==> src/rtl/bus_select_decoder.sv <==
// Bus transfer sequencer: turns a (source, destination) request into one-hot
// out/in enables over a DRIVE then LATCH phase and counts completed transfers.
module bus_select_decoder #(
   parameter int NUM_SRC   = 24,
   parameter int NUM_DST   = 24,
   parameter int IDLE_CODE = 31,
   parameter int CNT_W     = 16
) (
   input  logic               clk,
   input  logic               clr,
   input  logic               req_valid,
   output logic               req_ready,
   input  logic [5:0]         src_code,
   input  logic [5:0]         dst_code,
   output logic [NUM_SRC-1:0] out_en,
   output logic [NUM_DST-1:0] in_en,
   output logic               done,
   output logic               err,
   output logic [CNT_W-1:0]   xfer_count
);

   typedef enum logic [1:0] {
      ST_IDLE  = 2'd0,
      ST_DRIVE = 2'd1,
      ST_LATCH = 2'd2
   } state_t;

   state_t             state_r;
   state_t             next_state_s;
   logic [5:0]         src_r;
   logic [5:0]         dst_r;
   logic [NUM_SRC-1:0] out_en_r;
   logic [NUM_DST-1:0] in_en_r;
   logic               done_r;
   logic               err_r;
   logic               req_ready_r;
   logic [CNT_W-1:0]   xfer_count_r;

   logic [NUM_SRC-1:0] out_en_s;
   logic [NUM_DST-1:0] in_en_s;
   logic               done_s;
   logic               err_s;
   logic               load_s;
   logic [CNT_W-1:0]   count_s;

   // IDLE_CODE is a legal "nothing on this side" request, not an error
   function automatic logic src_ok(input logic [5:0] code);
      return (int'(code) < NUM_SRC) || (int'(code) == IDLE_CODE);
   endfunction

   function automatic logic dst_ok(input logic [5:0] code);
      return (int'(code) < NUM_DST) || (int'(code) == IDLE_CODE);
   endfunction

   function automatic logic [NUM_SRC-1:0] src_onehot(input logic [5:0] code);
      logic [NUM_SRC-1:0] v;
      v = '0;
      for (int i = 0; i < NUM_SRC; i++) begin
         if ((int'(code) == i) && (int'(code) != IDLE_CODE)) begin
            v[i] = 1'b1;
         end else begin
            v[i] = 1'b0;
         end
      end
      return v;
   endfunction

   function automatic logic [NUM_DST-1:0] dst_onehot(input logic [5:0] code);
      logic [NUM_DST-1:0] v;
      v = '0;
      for (int i = 0; i < NUM_DST; i++) begin
         if ((int'(code) == i) && (int'(code) != IDLE_CODE)) begin
            v[i] = 1'b1;
         end else begin
            v[i] = 1'b0;
         end
      end
      return v;
   endfunction

   // next state plus next value of every registered output
   always_comb begin
      next_state_s = state_r;
      out_en_s     = '0;
      in_en_s      = '0;
      done_s       = 1'b0;
      err_s        = 1'b0;
      load_s       = 1'b0;
      count_s      = xfer_count_r;
      case (state_r)
         ST_IDLE: begin
            if (req_valid && req_ready_r) begin
               if (src_ok(src_code) && dst_ok(dst_code)) begin
                  load_s       = 1'b1;
                  next_state_s = ST_DRIVE;
                  out_en_s     = src_onehot(src_code);
               end else begin
                  err_s = 1'b1;
               end
            end else begin
               next_state_s = ST_IDLE;
            end
         end
         ST_DRIVE: begin
            next_state_s = ST_LATCH;
            out_en_s     = src_onehot(src_r);
            in_en_s      = dst_onehot(dst_r);
         end
         ST_LATCH: begin
            next_state_s = ST_IDLE;
            done_s       = 1'b1;
            if (xfer_count_r == '1) begin
               count_s = xfer_count_r;
            end else begin
               count_s = xfer_count_r + CNT_W'(1);
            end
         end
         default: begin
            next_state_s = ST_IDLE;
         end
      endcase
   end

   // state and output registers; clr drops every enable at the same edge
   always_ff @(posedge clk) begin
      if (clr) begin
         state_r      <= ST_IDLE;
         src_r        <= 6'd0;
         dst_r        <= 6'd0;
         out_en_r     <= '0;
         in_en_r      <= '0;
         done_r       <= 1'b0;
         err_r        <= 1'b0;
         req_ready_r  <= 1'b0;
         xfer_count_r <= '0;
      end else begin
         state_r      <= next_state_s;
         out_en_r     <= out_en_s;
         in_en_r      <= in_en_s;
         done_r       <= done_s;
         err_r        <= err_s;
         req_ready_r  <= (next_state_s == ST_IDLE);
         xfer_count_r <= count_s;
         if (load_s) begin
            src_r <= src_code;
            dst_r <= dst_code;
         end else begin
            src_r <= src_r;
            dst_r <= dst_r;
         end
      end
   end

   assign req_ready  = req_ready_r;
   assign out_en     = out_en_r;
   assign in_en      = in_en_r;
   assign done       = done_r;
   assign err        = err_r;
   assign xfer_count = xfer_count_r;

endmodule
==> config.mk <==
export PLATFORM = sky130hd
export DESIGN_NAME = bus_select_decoder
export DESIGN_NICKNAME = d
export VERILOG_FILES = /design/src/rtl/bus_select_decoder.sv
export SDC_FILE = /design/constraint.sdc
export NUM_CORES = 1
export LEC_CHECK = 0
export ABC_AREA = 1
export CAP_MARGIN = 30
export CORE_MARGIN = 5
export CORE_UTILIZATION = 46
export DETAILED_ROUTE_END_ITERATION = 8
export PLACE_DENSITY = 0.81
export SYNTH_ARGS = -nofsm -noshare
export SYNTH_HDL_FRONTEND = slang
export SYNTH_SLANG_ARGS = --single-unit
==> constraint.sdc <==
create_clock -name clk -period 3.1 [get_ports clk]
set_input_delay 0.62 -clock clk [delete_from_list [all_inputs] [get_ports clk]]
set_output_delay 0.62 -clock clk [all_outputs]
set_load 0.1 [all_outputs]
# Word level (Yosys, flattened, before mapping)
# Index checks and enable logic that the tools add are counted.
# word_totals
register_bits	81
output_inout_bits	67
# classes
addsub	1
magnitude_cmp	2
n_eq_ne	77
mux	83
bitwise_logic	4
n_reduce_logical	84
# ops
operator	n
$eq A6 B6 Y1 const B	26
$eq A6 B5 Y1 const B	24
$mux W1	77
$logic_and A1 B1 Y1	74
$eq A6 B4 Y1 const B	12
$mux W24	2
$pmux W24 S2	1
$eq A6 B3 Y1 const B	6
$eq A6 B2 Y1 const B	3
$logic_not A6 Y1	3
$ne A6 B6 Y1 const B	3
$add A16 B1 Y16 const B	1
$eq A16 B16 Y1 const B	1
$lt A6 B5 Y1 const B	2
$logic_not A2 Y1	2
$mux W2	2
$not A1 Y1	4
$pmux W2 S2	1
$reduce_or A3 Y1	1
$eq A2 B1 Y1 const B	1
$eq A2 B2 Y1 const B	1
$logic_or A1 B1 Y1	2
$reduce_and A2 Y1	1
$reduce_or A2 Y1	1

# Logic depth before layout (Yosys ltp)
# depth
depth_word	7
mapped_depth	11
depth_no_buf	10

# Worst setup path before layout
# OpenSTA, ideal clock, no wires.
# synth_timing
path_kind	reg2reg
startpoint	register xfer_count_r[0], in the netlist xfer_count[0]
endpoint	register xfer_count_r[0], in the netlist xfer_count[0]
setup_time_ns	0.166
arrival_ns	2.116
t_required_ns	2.934
slack_ns	0.818
path_stages_with_launch	10
path_buffers	1
synth_period_minus_slack_ns	2.282
cell_sequence	dfxtp_1 > ha_1 > nand2_1 > nor2_1 > nand2_1 > nor2_1 > nor2_1 > buf_2 > o21ai_0 > a21oi_1
# synth_between
elab_chain_len	3
# synth_rtl
item	line	text
start, declared	37	logic [CNT_W-1:0] xfer_count_r;
start signal, assigned	143	xfer_count_r <= count_s;
branches (longest 3 deep; another with $add A16 B1 Y16)	--	
# Several ways; the timed one is not identified.
# A chain may end at the register's enable or synchronous reset.

# Worst setup path after layout
# layout_timing
startpoint	input port src_code[3]
endpoint	register dst_r[0]
# layout_between
elab_chain_len	6
# layout_rtl
item	line	text
start, declared	13	input logic [5:0] src_code,
$lt A6 B5 Y1 / $eq A6 B6 Y1 (equally long branches)	48	return (int'(code) < NUM_SRC) || (int'(code) == IDLE_CODE);
$logic_or A1 B1 Y1 (*)	48	
$logic_and A1 B1 Y1 (*)	93	if (src_ok(src_code) && dst_ok(dst_code)) begin
$mux W1 (*)	93	
$mux W1 (*)	92	if (req_valid && req_ready_r) begin
$mux W1 (*)	90	case (state_r)
end signal, assigned	146	dst_r <= dst_code;
end signal, assigned	149	dst_r <= dst_r;
end, declared	31	logic [5:0] dst_r;
# Mark *: on every way between the ends. The rest lies on a longest branch, timed or not.

==> reports/results.ini <==
[status]
status = finished, final reports clean

[clocking]
clk_pin_slew_worst_paths_ns = 0.08
clock-sinks = 81
postCtsSetupBuffers = 0
insertion_delay_ns = 0.35
cts_max_path_buffers = 2
cts-root-buf = clkbuf_8
cts_resized = 0
h-tree-depth = 3
ctsHoldBuffers = 0
tritoncts = yes
cts_made_buffers = 9

[sta]
maxSlewViolCount = 0
max_freq_mhz = 464.9
tns_ns = 0
fin_crit_ns = 2.151
finClkSkew_ns = 0.003149
finalSetupViolations = 0
finalCritPeriodShare = 0.6939
worst_pin_slew_ns = 0.6291
hold_violations = 0
slew_headroom = 0.5796
grt_setup_unrepaired = false

[drt]
vias_per_cell = 4.870
drt_wl_total_mm = 8.133
wire_per_inst_um = 12.59
drtIter0Drc = 164
via_count = 3146
drt_first_pass_iters = 5
route.detailed.drc = 0
ant_nets = 0

[logic_synthesis]
synth_top_area_cell = dfxtp_1
yosysTopAreaCellShare = 0.4960
synth_cell_type_count = 23
postSynthCellCount = 459
synthTopCellsByArea = dfxtp_1, nand2_1, nor2_1, nand3_1, a21oi_1
synth_nets = 475
synth_ff_type = dfxtp_1
ys_seq_elements = 81
synth.most_common_cell = nand2_1
synth_edf_count = 0
synth_area_um2 = 3269
yosysSeqAreaShare = 0.4960
synthArstFlopShare = 0
synth_warnings = 0
synth_common_cells = nand2_1, nor2_1, dfxtp_1, nand3_1, inv_1
synth_area_per_cell_um2 = 7.123

[setup_path]
rrSetupSlack_ns = 1.09
reg2reg_depth = 10
critPathRequiredTime_ns = 3.40
crit_fanout = 26
r2r-end = xfer_count[6]
r2r-start = xfer_count[0]
endpoint_kind = flop
crit_type = input pin to flop
crit_start = src_code[3]
startpoint_type = input pin
worstPathArrival_ns = 2.45

[floorplanning]
initial_core_util = 0.4760
dieHeight_um = 94.31
design.die.area_um2 = 8893
coreArea_um2 = 6869
io_pins = 82
die_x_um = 94.31
core.rowCount = 30

[cells_and_area]
layout.cells.non_filler = 646
n_fill_cell = 634
seq_area_um2 = 1622
final_area_um2 = 4175
area_growth_syn_to_layout_pct = 27.71
multi_input_area_um2 = 1403
drive_gt1_frac = 0.1709
layout.nets = 561
fin_util = 0.6078
antenna_cells = 0

[run]
drv_cap = 0

[grt]
track_usage = 0.1897
grt_overflow = 0
grt_pass1_vias = 2958
antenna_found_initial = 0
grt_pass1_wl_mm = 13.32
grt_max_degree = 27

[placed_design]
dp_hpwl_mm = 6.207
placed_cells = 630
gp_congestion = 0.9224
post_dp_cell_area_um2 = 4005
port_buffers = 81

[worst_hold_path]
min_to = dst_r[5]
hp-class = flop to flop
worstHoldStart = dst_r[5]
hold-path-cell-count = 2

[power]
leakage_nw = 1.830
powerDensity_nw_per_um2 = 434.9
ir_drop_uv = 223.4

cell families (layout without fill, tap and decap cells):
logic type,after synthesis,count (layout),share of synthesized area
simple gates,265,265,0.3352
fa+ha+maj,1,1,0.003826
buf+inv,60,151,0.07501
xor+xnor,8,8,0.02143
compound gates,44,44,0.06850
flops,81,81,0.4960
sequential cells by signal (all words and copies together) (netlist names):
name	flops
done	1
xfer_count	16
dst_r	6
in_en	24
err	1
req_ready	1
state_r	2
src_r	6
out_en	24
area by class of cell:
type	instances	area share
Clock buffer	9	0.02967
Clock inverter	7	0.01109
Inverter	50	0.04495
Multi-Input combinational cell	318	0.3359
Sequential cell	81	0.3884
Tap cell	96	0.02877
Timing Repair Buffer	85	0.1612
worst max-delay path by stage:
stage                         end  slack (ns)  cells past startpoint
finish                   dst_r[0]        0.95                      9
floorplan           xfer_count[0]        0.82                      9
global placement         src_r[4]        0.57                      9
CTS                      src_r[4]        0.96                      9
global route             src_r[0]        0.80                      9
detailed placement       src_r[4]        0.59                      9
per-stage QoR:
step	setup slack (ns)	hold WS, ns	total power [mW]
2_1_floorplan	0.8184	0.4313	1.132
5_1_grt	0.8024	0.4868	1.896
3_3_place_gp	0.5688	0.4399	1.174
3_5_place_dp	0.5894	0.4520	1.175
4_1_cts	0.9574	0.4633	1.829
6_report	0.9490	0.4619	1.816
power by group:
part / total, mW / switching [mW] / internal (mW)
combinational: 0.103 / 0.0714 / 0.0319
sequential: 1.05 / 0.00344 / 1.04
clock: 0.666 / 0.377 / 0.288
total: 1.82 / 0.452 / 1.36
worst max-delay path: stages:
cell and delay (ns):
clkdlybuf4s50_1 0.63, nand2_2 0.14, o21ai_2 0.15, nand3_2 0.13, nor2_8 0.32, nand2_2 0.13, clkinv_1 0.17, nand2_1 0.08
nand2_1 0.06
metal layers:
| layer | track usage | part of all wire | vias to the layer above |
|---|---|---|---|
| met5 | 0 | 0 | - |
| met4 | 0.08303 | 0.020 | 0 |
| met3 | 0.03846 | 0.091 | 15 |
| met2 | 0.3044 | 0.46 | 118 |
| met1 | 0.2467 | 0.43 | 1408 |
| li1 | - | - | 1605 |
layout by cell type (no fill, tap or decap), types with 2 or more instances in the layout:
master | netlist | routed
clkdlybuf4s50_1 | 0 | 14
nor3_1 | 2 | 2
o21ai_1 | 3 | 3
clkinvlp_4 | 0 | 3
buf_4 | 0 | 71
clkbuf_8 | 0 | 9
inv_1 | 46 | 46
xnor2_1 | 4 | 4
dfxtp_1 | 81 | 81
nand2_2 | 2 | 2
xor2_1 | 4 | 4
nand4_1 | 3 | 3
clkinv_2 | 0 | 3
nand2_1 | 120 | 120
o21ai_0 | 2 | 2
nor2_1 | 86 | 86
a21oi_1 | 38 | 38
clkinv_1 | 3 | 3
nand3_1 | 49 | 49
Power figures use the tool's default switching activity.
